## config.mk

```make
export PLATFORM = sky130hd
export DESIGN_NAME = fetch_stage
export DESIGN_NICKNAME = d
export VERILOG_FILES = /design/src/rtl/lc3b_types.sv /design/src/rtl/if_id_reg.sv /design/src/rtl/fetch_stage.sv
export SDC_FILE = /design/constraint.sdc
export NUM_CORES = 1
export LEC_CHECK = 0
export CORE_MARGIN = 2
export CORE_UTILIZATION = 55
export CTS_CLUSTER_DIAMETER = 150
export CTS_CLUSTER_SIZE = 28
export DETAILED_ROUTE_END_ITERATION = 8
export PLACE_DENSITY = 0.93
export SETUP_SLACK_MARGIN = 0.05
export SLEW_MARGIN = 15
export SYNTH_ARGS = -nofsm -noshare
export SYNTH_HDL_FRONTEND = slang
export SYNTH_SLANG_ARGS = --single-unit
```

## constraint.sdc

```tcl
create_clock -name clk -period 5.2 [get_ports clk]
set_clock_uncertainty 0.15 [all_clocks]
set_input_delay 1.3 -clock clk [delete_from_list [all_inputs] [get_ports clk]]
set_output_delay 1.3 -clock clk [all_outputs]
set_load 0.02 [all_outputs]
```

## src/rtl/lc3b_types.sv

```systemverilog
// Shared LC-3b types for the fetch stage: word type, fetch FSM states and
// the IF/ID pipeline register payload.
package lc3b_types;

    localparam int LC3B_WORD_W = 16;

    typedef logic [LC3B_WORD_W-1:0] lc3b_word;

    typedef enum logic [1:0] {
        IDLE   = 2'd0,
        FETCH  = 2'd1,
        HOLD   = 2'd2,
        SQUASH = 2'd3
    } fetch_state_t;

    typedef struct packed {
        logic     valid;
        lc3b_word ir;
        lc3b_word pc;
        lc3b_word npc;
    } if_id_t;

endpackage

```

## src/rtl/if_id_reg.sv

```systemverilog
// IF/ID pipeline register: loads a full entry, or just drops the valid bit
// when flushed. Flush wins so a wrong-path entry can never be latched.
module if_id_reg
    import lc3b_types::*;
(
    input  logic   clk,
    input  logic   rst_n,
    input  logic   i_load,
    input  logic   i_flush,
    input  if_id_t i_d,
    output if_id_t o_q
);

    if_id_t r_q;

    always_ff @(posedge clk or negedge rst_n) begin
        if (!rst_n) begin
            r_q <= '0;
        end else if (i_flush) begin
            r_q.valid <= 1'b0;
        end else if (i_load) begin
            r_q <= i_d;
        end
    end

    assign o_q = r_q;

endmodule

```

## src/rtl/fetch_stage.sv

```systemverilog
// LC-3b fetch stage: owns the PC, the I-cache read handshake and IF/ID.
// Redirects never move the address of an in-flight read; SQUASH absorbs it.
module fetch_stage
    import lc3b_types::*;
#(
    parameter int               WIDTH    = 16,
    parameter logic [WIDTH-1:0] RESET_PC = '0
) (
    input  logic             clk,
    input  logic             rst_n,
    output logic             icache_read,
    output logic [WIDTH-1:0] icache_address,
    input  logic             icache_resp,
    input  logic [WIDTH-1:0] icache_rdata,
    input  logic             decode_ready,
    input  logic             redirect_valid,
    input  logic [WIDTH-1:0] redirect_pc,
    output logic             if_valid,
    output logic [WIDTH-1:0] if_ir,
    output logic [WIDTH-1:0] if_pc,
    output logic [WIDTH-1:0] if_npc,
    output logic             icache_stall_int
);

    fetch_state_t r_state, w_nstate;
    lc3b_word     r_pc, w_npc;
    lc3b_word     r_target, w_ntarget;
    lc3b_word     r_buf_ir, r_buf_pc;
    lc3b_word     w_pc_inc, w_rpc;
    logic         w_free, w_ld, w_flush, w_buf_ld;
    if_id_t       w_d, w_q;

    assign w_pc_inc = r_pc + lc3b_word'(2);
    assign w_rpc    = redirect_pc & ~lc3b_word'(1);
    assign w_free   = decode_ready | ~w_q.valid;

    always_comb begin
        w_nstate  = r_state;
        w_npc     = r_pc;
        w_ntarget = r_target;
        w_ld      = 1'b0;
        w_flush   = 1'b0;
        w_buf_ld  = 1'b0;
        w_d       = '0;
        case (r_state)
            IDLE: begin
                w_nstate = FETCH;
                if (redirect_valid) w_npc = w_rpc;
            end
            FETCH: begin
                if (redirect_valid) begin
                    w_flush = 1'b1;
                    if (icache_resp) begin
                        w_npc = w_rpc;
                    end else begin
                        w_ntarget = w_rpc;
                        w_nstate  = SQUASH;
                    end
                end else if (icache_resp) begin
                    w_npc = w_pc_inc;
                    if (w_free) begin
                        w_ld = 1'b1;
                        w_d  = '{valid: 1'b1, ir: icache_rdata, pc: r_pc, npc: w_pc_inc};
                    end else begin
                        w_buf_ld = 1'b1;
                        w_nstate = HOLD;
                    end
                end else if (decode_ready) begin
                    w_flush = 1'b1;
                end
            end
            HOLD: begin
                if (redirect_valid) begin
                    w_flush  = 1'b1;
                    w_npc    = w_rpc;
                    w_nstate = FETCH;
                end else if (decode_ready) begin
                    w_ld     = 1'b1;
                    w_d      = '{valid: 1'b1, ir: r_buf_ir, pc: r_buf_pc,
                                 npc: r_buf_pc + lc3b_word'(2)};
                    w_nstate = FETCH;
                end
            end
            SQUASH: begin
                // The in-flight rdata is always discarded; only the target moves.
                if (redirect_valid) begin
                    w_flush   = 1'b1;
                    w_ntarget = w_rpc;
                    if (icache_resp) begin
                        w_npc    = w_rpc;
                        w_nstate = FETCH;
                    end
                end else if (icache_resp) begin
                    w_npc    = r_target;
                    w_nstate = FETCH;
                end
            end
            default: w_nstate = IDLE;
        endcase
    end

    always_ff @(posedge clk or negedge rst_n) begin
        if (!rst_n) begin
            r_state  <= IDLE;
            r_pc     <= RESET_PC;
            r_target <= '0;
            r_buf_ir <= '0;
            r_buf_pc <= '0;
        end else begin
            r_state  <= w_nstate;
            r_pc     <= w_npc;
            r_target <= w_ntarget;
            if (w_buf_ld) begin
                r_buf_ir <= icache_rdata;
                r_buf_pc <= r_pc;
            end
        end
    end

    if_id_reg u_if_id (
        .clk     (clk),
        .rst_n   (rst_n),
        .i_load  (w_ld),
        .i_flush (w_flush),
        .i_d     (w_d),
        .o_q     (w_q)
    );

    assign icache_read      = (r_state == FETCH) || (r_state == SQUASH);
    assign icache_address   = r_pc;
    assign icache_stall_int = icache_read & ~icache_resp;
    assign if_valid         = w_q.valid;
    assign if_ir            = w_q.ir;
    assign if_pc            = w_q.pc;
    assign if_npc           = w_q.npc;

endmodule

```

==> results.md <==
- Synth Net Count: 549
- Unrepaired setup endpoints after global routing: false
- Share of flip-flops with an asynchronous set or reset after synthesis: 1.00
- Fmax: 230 MHz
- Synthesized netlist cell count: 505
- Post-synth EDFFs: 0
- Std-Cell Core Area: 10300 sq um
- Worst Setup Slack post-DPL: 0.859 ns
- Leakage Power: 3.24 nW
- Number of buffers created by CTS: 17
- Number of DRC violations after detailed routing: 0
- Number of inserted diodes: 0
- Via count: 4846
- First-pass GRT wire length: 25400 microns
- Flop pwr share: 0.353
- Endpoint class of the critical path: output port
- Core occupancy in the finished layout: 0.730
- Library cell with the largest summed area after synthesis: sky130_fd_sc_hd__dfrtp_1
- Sum of overflow across all layers after global routing: 0
- Synthesis-to-layout area growth: 29.0%
- Ratio of cells with drive above 1 in the final layout: 0.213
- Iteration count of the initial detailed-routing pass: 5
- Length in cells of the worst reg-to-reg path: 6
- Post-synth top area share: 0.486
- Worst Hold Class: register to register
- Period utilization: 0.838
- Number of flip-flops and latches in the synthesized netlist: 113
- Number of I/O port buffers: 102
- Die Outline Area: 11400 sq um
- Number of unique standard cell types used by synthesis: 49
- Data arrival time of the worst path: 2.91 ns
- All-layer global routing usage: 0.288
- Non-filler cells, final: 747
- Measured slew at the worst slew-check pin: 1.09 ns
- Reg2Reg Capture Point: u_if_id.o_q[11]$_DFFE_PN0P_
- Clock Latency Late Sink: 0.53 ns
- Avg Vias per Cell: 6.49
- Startpoint-to-endpoint class of the critical path: input pin to output port
- HPWL reported at the end of detailed placement: 9700 microns
- Reg2reg setup slack: 2.25 ns
- Start of the worst register-to-register path: r_state[1]$_DFFE_PN0P_
- Switching power: 0.00169 W
- Number of nets in the finished design: 642
- Post-synthesis sequential area ratio: 0.486
- Chip Height: 107 microns
- Relative slew slack: 0.273
- Total number of clock tree sinks: 113
- Startpoint of the most critical hold path: u_if_id.o_q[23]$_DFFE_PN0P_
- Worst Setup Slack, final: 0.844 ns
- Maximum level of the CTS H-tree: 4
- Post_cts resized: 0
- Number of global-route vias before repair: 4839
- Commonest register cell after synthesis: sky130_fd_sc_hd__dfrtp_1
- DRC violation total after the first TritonRoute iteration: 565
- WL/cell: 21.1 microns
- Peak supply drop: 0.302 mV
- Die width: 107 microns
- Antenna violations before repair: 0
- Clk network pwr share: 0.265
- ANT nets after route: 0
- Setup Viol. Count Final: 0
- Average footprint of a synthesized cell: 11.5 sq um
- Required time of the critical path: 3.75 ns
- Top-count cell post-synth: sky130_fd_sc_hd__dfrtp_1
- Most numerous cell types in the synthesized netlist: 113 x sky130_fd_sc_hd__dfrtp_1, 76 x sky130_fd_sc_hd__mux2_2, 30 x sky130_fd_sc_hd__a22o_1
- Post-layout minimum cycle time: 4.36 ns
- Pin count of the biggest net entering global routing: 67
- CTS root buffer: sky130_fd_sc_hd__clkbuf_8
- Cell Int Power: 0.00285 W
- Endpoint, Worst Hold: u_if_id.o_q[23]$_DFFE_PN0P_
- Cells on Worst Hold Path: 1
- Maximum capacitance violations: 0
- Post-CTS setup buffer count: 0
- Max Slew Vio Count: 0
- Number of hold violations in the final report: 0
- Wirelength, routed: 15800 microns
- CTS max path bufs: 2
- Global placement routability congestion: 0.824
- Synthesized area: 5810 sq um
- Number of warning messages in the yosys log: 0
- Switch share: 0.373
- Run status: completed
- Final sum of negative setup slack: 0 ns
- Number of rows created at floorplan: 37
- Ranking of synthesized cells by area: sky130_fd_sc_hd__dfrtp_1 49%, sky130_fd_sc_hd__mux2_2 15%, sky130_fd_sc_hd__a22o_1 4.5%
- Hold-fix buffers, CTS: 0
- Crit path launch type: input pin
- Critical Path Fanout Max: 11
- Combinational power share: 0.381
- Power density of the placed cells: 606 nW/um^2
- Starting Density: 0.566
- Clock tree from TritonCTS: built
- Cells after DPL: 715
- Clock Pin Slew Worst Setup and Hold Paths: 0.05 ns
- I/O pin total: 104
cell families (layout without fill, tap and decap cells):
family	count (synthesis)	count (layout)	share of synthesized area
AOI/OAI and AO/OA	110	110	0.142
xor gates and xnor gates	26	26	0.0392
adders and majority gates	7	7	0.0151
buffers and inverters	49	155	0.0396
DFF	113	113	0.486
muxes	96	96	0.185
and+or+nand+nor	104	104	0.0925
per-layer routing:
layer	GRT usage	up-vias	share of wire
met5	0	-	0
met4	0.126	0	0.035
met3	0.0626	70	0.081
met2	0.465	323	0.49
met1	0.376	2401	0.39
li1	-	2052	-
worst max-delay path: stages:
cell and delay [ns]:
sky130_fd_sc_hd__clkdlybuf4s50_1 0.60, sky130_fd_sc_hd__o21bai_1 0.30, sky130_fd_sc_hd__inv_1 0.10, sky130_fd_sc_hd__clkdlybuf4s50_1 0.60
power by group through the flow:
stage               logic [W]  clock network [W]  registers [W]
finish                0.00173            0.00121        0.00160
floorplan            0.000914                  0        0.00168
global route          0.00184            0.00125        0.00164
CTS                   0.00172            0.00121        0.00159
detailed placement    0.00169                  0        0.00158
global placement      0.00162                  0        0.00154
how the worst max path moves through the flow:
stage          slack, ns        start  depth (start not counted)               end
5_1_grt             0.76  icache_resp                          4  icache_stall_int
2_1_floorplan       1.97  icache_resp                          3  icache_stall_int
6_report            0.84  icache_resp                          4  icache_stall_int
3_3_place_gp        0.88  icache_resp                          4  icache_stall_int
4_1_cts             0.85  icache_resp                          4  icache_stall_int
3_5_place_dp        0.86  icache_resp                          4  icache_stall_int
cells in the final DEF (no fill, tap or decap), drive strengths merged, types with 4 or more instances in the layout:
cell type / count
ha: 7
a222oi: 7
nand4: 8
a22o: 30
nor2b: 5
clkinv: 6
inv: 13
nor2: 28
a22oi: 4
xor2: 13
a221oi: 6
mux2: 94
a21oi: 9
nor3: 10
nand2: 22
clkdlybuf4s50: 101
clkbuf: 18
nand2b: 4
nand3: 13
buf: 10
o21ai: 26
dfrtp: 113
bufinv: 4
xnor2: 13
o22ai: 14
area by class of cell:
cell class,count,area [sq um]
inverter,12,45.0
multi-input combinational,343,2760
sequential,113,2830
clock inverter,14,189
fill,641,2780
timing repair buffer,111,1090
clock buffer,18,418
tap,136,170
state kept, by name, indices dropped and copies added (netlist names):
register        cells
r_state             2
r_target           15
u_if_id.o_q        48
r_buf_ir           16
r_buf_pc           16
icache_address     16
per-stage QoR:
stage	total power [W]	instance area, sq um	hold slack [ns]
after floorplan	0.00259	5810	0.328
after CTS	0.00452	7500	0.341
after detailed placement	0.00327	6890	0.328
final	0.00454	7500	0.336
after global routing	0.00474	7500	0.359
after global placement	0.00316	6890	0.320
No activity file was read; power rests on OpenSTA's default activity.
